===== config.mk =====
export PLATFORM = sky130hd
export DESIGN_NAME = fmul_result_buf
export DESIGN_NICKNAME = d
export VERILOG_FILES = /design/src/rtl/fmul_result_buf.sv
export SDC_FILE = /design/constraint.sdc
export NUM_CORES = 1
export LEC_CHECK = 0
export ABC_CLOCK_PERIOD_IN_PS = 3200
export CORE_AREA = 2 2 106 150
export DETAILED_ROUTE_END_ITERATION = 8
export DIE_AREA = 0 0 108 152
export PLACE_DENSITY_LB_ADDON = 0.05
export RECOVER_POWER = 50
export SLEW_MARGIN = 40
export SYNTH_ARGS = -nofsm -noshare
export SYNTH_HDL_FRONTEND = slang
export SYNTH_SLANG_ARGS = --single-unit

===== constraint.sdc =====
create_clock -name clk_i -period 3.2 [get_ports clk_i]
set_clock_uncertainty 0.1 [all_clocks]
set_input_delay 0.48 -clock clk_i [delete_from_list [all_inputs] [get_ports clk_i]]
set_output_delay 0.48 -clock clk_i [all_outputs]
set_load 0.02 [all_outputs]

===== src/rtl/fmul_result_buf.sv =====
// Result buffer behind the FP multiplier: classifies each op into {nan,inf,ovf,unf},
// queues {product, flags} in a FWFT FIFO, keeps sticky flags. FMUL_FLAG_SAT_EN saturates stored products.
module fmul_result_buf #(
  parameter int DATA_WIDTH = 32,
  parameter int EXP        = 8,
  parameter int MANT       = 23,
  parameter int BIAS       = 127,
  parameter int DEPTH      = 4
) (
  input  logic                  clk_i,
  input  logic                  rst_ni,
  input  logic                  in_valid_i,
  output logic                  in_ready_o,
  input  logic [DATA_WIDTH-1:0] a_i,
  input  logic [DATA_WIDTH-1:0] b_i,
  input  logic [DATA_WIDTH-1:0] c_i,
  output logic                  out_valid_o,
  input  logic                  out_ready_i,
  output logic [DATA_WIDTH-1:0] out_data_o,
  output logic [3:0]            out_flags_o,
  input  logic                  clr_i,
  output logic [3:0]            sticky_o
);
  localparam int AW = $clog2(DEPTH);
  localparam int CW = $clog2(DEPTH + 1);
  localparam logic signed [EXP+1:0] BIAS_W = (EXP+2)'(BIAS);
  localparam logic signed [EXP+1:0] OVF_TH = (EXP+2)'((1 << EXP) - 1);

  typedef struct packed {
    logic [DATA_WIDTH-1:0] data;
    logic [3:0]            flags;
  } ent_t;

  ent_t            mem [DEPTH];
  logic [AW-1:0]   wr_ptr, rd_ptr;
  logic [CW-1:0]   count;
  logic            full, empty, push, pop;

  // field extraction
  logic [EXP-1:0]  ea, eb, ec;
  logic [MANT-1:0] ma, mb;
  logic            sg;
  assign ea = a_i[DATA_WIDTH-2 -: EXP];
  assign eb = b_i[DATA_WIDTH-2 -: EXP];
  assign ec = c_i[DATA_WIDTH-2 -: EXP];
  assign ma = a_i[MANT-1:0];
  assign mb = b_i[MANT-1:0];
  assign sg = a_i[DATA_WIDTH-1] ^ b_i[DATA_WIDTH-1];

  logic signed [EXP+1:0] s;
  assign s = $signed({2'b00, ea}) + $signed({2'b00, eb}) - BIAS_W;

  logic a_nan, b_nan, a_inf, b_inf, a_zero, b_zero;
  logic f_nan, f_inf, f_zero, f_ovf, f_unf;
  assign a_nan  = (&ea) && (ma != '0);
  assign b_nan  = (&eb) && (mb != '0);
  assign a_inf  = (&ea) && (ma == '0);
  assign b_inf  = (&eb) && (mb == '0);
  assign a_zero = (ea == '0);
  assign b_zero = (eb == '0);

  // inf*0 is invalid, so it ranks as nan ahead of the plain inf case
  assign f_nan  = a_nan || b_nan || (a_inf && b_zero) || (b_inf && a_zero);
  assign f_inf  = !f_nan && (a_inf || b_inf);
  assign f_zero = !f_nan && !f_inf && (a_zero || b_zero);
  assign f_ovf  = !f_nan && !f_inf && !f_zero && ((s >= OVF_TH) || (&ec));
  assign f_unf  = !f_nan && !f_inf && !f_zero && !f_ovf && (s <= 0);

  logic [3:0]            flags;
  logic [DATA_WIDTH-1:0] store_data;
  assign flags = {f_nan, f_inf, f_ovf, f_unf};

`ifdef FMUL_FLAG_SAT_EN
  always_comb begin
    store_data = c_i;
    if (f_nan)
      store_data = {1'b0, {EXP{1'b1}}, 1'b1, {(MANT-1){1'b0}}};
    else if (f_inf || f_ovf)
      store_data = {sg, {EXP{1'b1}}, {MANT{1'b0}}};
    else if (f_zero || f_unf)
      store_data = {sg, {(EXP+MANT){1'b0}}};
  end
`else
  assign store_data = c_i;
`endif

  assign full        = (count == CW'(DEPTH));
  assign empty       = (count == '0);
  assign in_ready_o  = !full;
  assign out_valid_o = !empty;
  assign push        = in_valid_i && !full;
  assign pop         = !empty && out_ready_i;

  always_ff @(posedge clk_i or negedge rst_ni) begin
    if (!rst_ni) begin
      wr_ptr   <= '0;
      rd_ptr   <= '0;
      count    <= '0;
      sticky_o <= '0;
    end else begin
      if (push) wr_ptr <= wr_ptr + 1'b1;
      if (pop)  rd_ptr <= rd_ptr + 1'b1;
      case ({push, pop})
        2'b10:   count <= count + 1'b1;
        2'b01:   count <= count - 1'b1;
        default: count <= count;
      endcase
      if (clr_i)     sticky_o <= push ? flags : 4'b0000;
      else if (push) sticky_o <= sticky_o | flags;
    end
  end

  always_ff @(posedge clk_i) begin
    if (push) mem[wr_ptr] <= '{data: store_data, flags: flags};
  end

  assign out_data_o  = empty ? '0 : mem[rd_ptr].data;
  assign out_flags_o = empty ? '0 : mem[rd_ptr].flags;

endmodule

==> metrics.md <==
| Metric | Value |
|---|---|
| Vias in the first global route | 4,409 |
| Crit start category | input pin |
| Netlist Area Pre-Place | 6683 sq um |
| CTS tree | built |
| Final Max Tran Viols | 0 |
| Final core occ | 0.5989 |
| Share of layout cells above drive strength 1 | 0.1864 |
| Antenna violations before repair | 0 |
| Crit-path max FO | 3 |
| Register area share after synthesis | 0.6883 |
| Commonest non-fill, non-tap cells in the layout | edfxtp_1, clkdlybuf4s50_1, mux4_2, and2_1, dlygate4sd3_1 |
| Crit. End Element | flip-flop |
| RSZ-0062 raised after global routing | false |
| Hold Violations, Final | 0 |
| CP Class | input pin to flip-flop |
| LEAKAGE | 3.198 nW |
| Mapped Nets | 499 |
| Wire per inst | 18.33 microns |
| Row count | 54 |
| CORE AREA | 15,200 sq um |
| Area contributors post-synth | edfxtp_1, mux4_2, dfrtp_1 |
| Most common cell after layout, fill and taps aside | edfxtp_1 |
| Final HPWL DP | 9540 microns |
| Chip Width | 108 microns |
| Power per cell area | 869.1 nW/um^2 |
| Wl on met1 | 5337 microns |
| Ys Warns | 0 |
| HP Class | input pin to asynchronous set/reset pin |
| Die ar. | 16,420 sq um |
| Avg Cell Area, Syn | 17.77 sq um |
| DRT Pass-1 Iters | 4 |
| CP Data Required Time | 3.43 ns |
| Post-route cell area | 9105 sq um |
| Distinct cells, synth | 40 |
| Max_slew headroom | 0.2646 |
| Routed Antenna Nets | 0 |
| Clock root buffer | clkbuf_16 |
| FILL cells | 1,170 |
| Drt via density | 5.289 |
| Share of the synthesized area in the top cell type | 0.6471 |
| GRT overflow | 0 |
| Met2 Routed Length | 7547 microns |
| Syn-to-layout area delta | 36.25% |
| Period utilization | 0.9498 |
| FFs w/ async S/R, synth | 0.07097 |
| Max Freq | 0.3290 GHz |
| # H-tree levels | 4 |
| Synth Register Bits | 155 |
| Crit path time final | 3.039 ns |
| CTS sink cnt | 155 |
| Largest net degree at the start of global routing | 38 |
| Outcome | finished, final reports clean |
| Hold buffer count at cts | 0 |
| Max IR drop VDD | 0.0004901 V |
| Cts bufs inserted | 17 |
| Number of I/O port buffers | 140 |
| DRC errors left | 0 |
| Actual slew at the worst max-slew pin | 1.103 ns |
| Setup-failing EPs final | 0 |
| Nets | 668 |
| Synth Instances | 376 |
| Gr usage total | 0.1812 |
| Worst-path clk slew | 0.07 ns |
| Die Ht | 152 microns |
| Diode count | 0 |
| Initial drt markers | 159 |
| WL final | 13,820 microns |
| Max Cap Viol | 0 |
| DR top layer | met4 |
| Bufs on Longest Clock Path | 2 |
| First-pass GRT wire length | 22,170 microns |
| Placed Area | 8517 sq um |
| Tot Pwr | 7.913 mW |
| Worst path arrival time | 3.27 ns |
| Vias after detailed routing | 3,988 |
| Met3 routed WL | 784 microns |
| Clock insertion delay at the later pin of the skew report | 0.42 ns |
| EDFF count, synth | 144 |
| Synth area leader | edfxtp_1 |
| Gpl congestion | 0.8041 |
| Synth Flop Type | edfxtp_1 |
| Top Ports | 143 |
| Starting Density | 0.4396 |
metrics by stage:
stage	cells	setup TNS (ns)	hold WS [ns]	worst slack, ns
after CTS	754	0	0.3167	0.1385
after floorplan	376	0	0.08441	0.4371
after detailed placement	722	-2.544	0.3775	-0.2668
after global routing	754	0	0.4010	0.03132
after global placement	722	-1.862	0.3764	-0.2113
final	754	0	0.3802	0.1605
cells in the mapped netlist (all sizes together), types with 6 or more instances:
cell	number
nor4	15
inv	17
nor2	10
dfrtp	11
nor3	6
nand4	9
ha	20
xor2	6
and2	38
clkbuf	8
and3	6
nand2	8
mux4	36
edfxtp	144
registers in the layout (all words and copies together) (netlist names):
| register | cells |
|---|---|
| mem | 144 |
| sticky_o | 4 |
| count | 3 |
| rd_ptr | 2 |
| wr_ptr | 2 |
cell type report:
type,count,area (sq um),share of cell area
well taps,196,245.2,0.02693
flip-flops and latches,155,4602,0.5054
clock inverters,15,172.7,0.01896
multi-input cells,191,1974,0.2168
inverters,17,63.81,0.007008
clock buffers,17,425.4,0.04672
repair buffers,163,1622,0.1781
logic make-up after synthesis:
kind of cell             share of synthesized area
buffers and inverters                      0.01779
AND/OR/NAND/NOR                            0.08856
AO/OA/AOI/OAI                              0.02471
adder cells (fa/ha/maj)                    0.04344
flip-flops                                  0.6883
multiplexers                                0.1228
XOR/XNOR                                   0.01442
metal layers:
metal / GRT usage / vias up
li1: - / 1841
met1: 0.2019 / 2002
met2: 0.3261 / 135
met3: 0.05448 / 10
met4: 0.05861 / 0
met5: 0 / -
report_power, final:
part,switching [mW],internal [mW],leakage [nW]
clock network,0.829,1.18,0.296
logic,1.55,1.59,1.44
registers,0.0995,2.67,1.46
total,2.48,5.44,3.20
path summary, 6_finish.rpt:
path	start	endpoint	slack (ns)	depth (start not counted)
max	a_i[24]	sticky_o[0]$_DFFE_PN0P_	0.16	11
min	rst_ni	count[1]$_DFFE_PN0P_	0.38	1
max reg2reg	count[0]$_DFFE_PN0P_	count[2]$_DFFE_PN0P_	0.79	10
min reg2reg	count[2]$_DFFE_PN0P_	count[2]$_DFFE_PN0P_	0.39	1
max in group asynchronous	rst_ni	rd_ptr[1]$_DFFE_PN0P_	2.22	1
min in group clk_i	count[2]$_DFFE_PN0P_	count[2]$_DFFE_PN0P_	0.39	1
critical path, stage by stage:
cell and delay, ns:
clkdlybuf4s50_1 0.45, ha_1 0.31, ha_1 0.23, fa_1 0.42, a21o_1 0.19, a21oi_1 0.17, xor2_1 0.20, nand3_1 0.12
o41a_1 0.44, buf_4 0.16, o22ai_2 0.10
repair_timing:
item,CTS,global route
endpoints found under the setup margin,0,8
resized for setup,0,2
buffers inserted,0,0
Power figures use the tool's default switching activity.
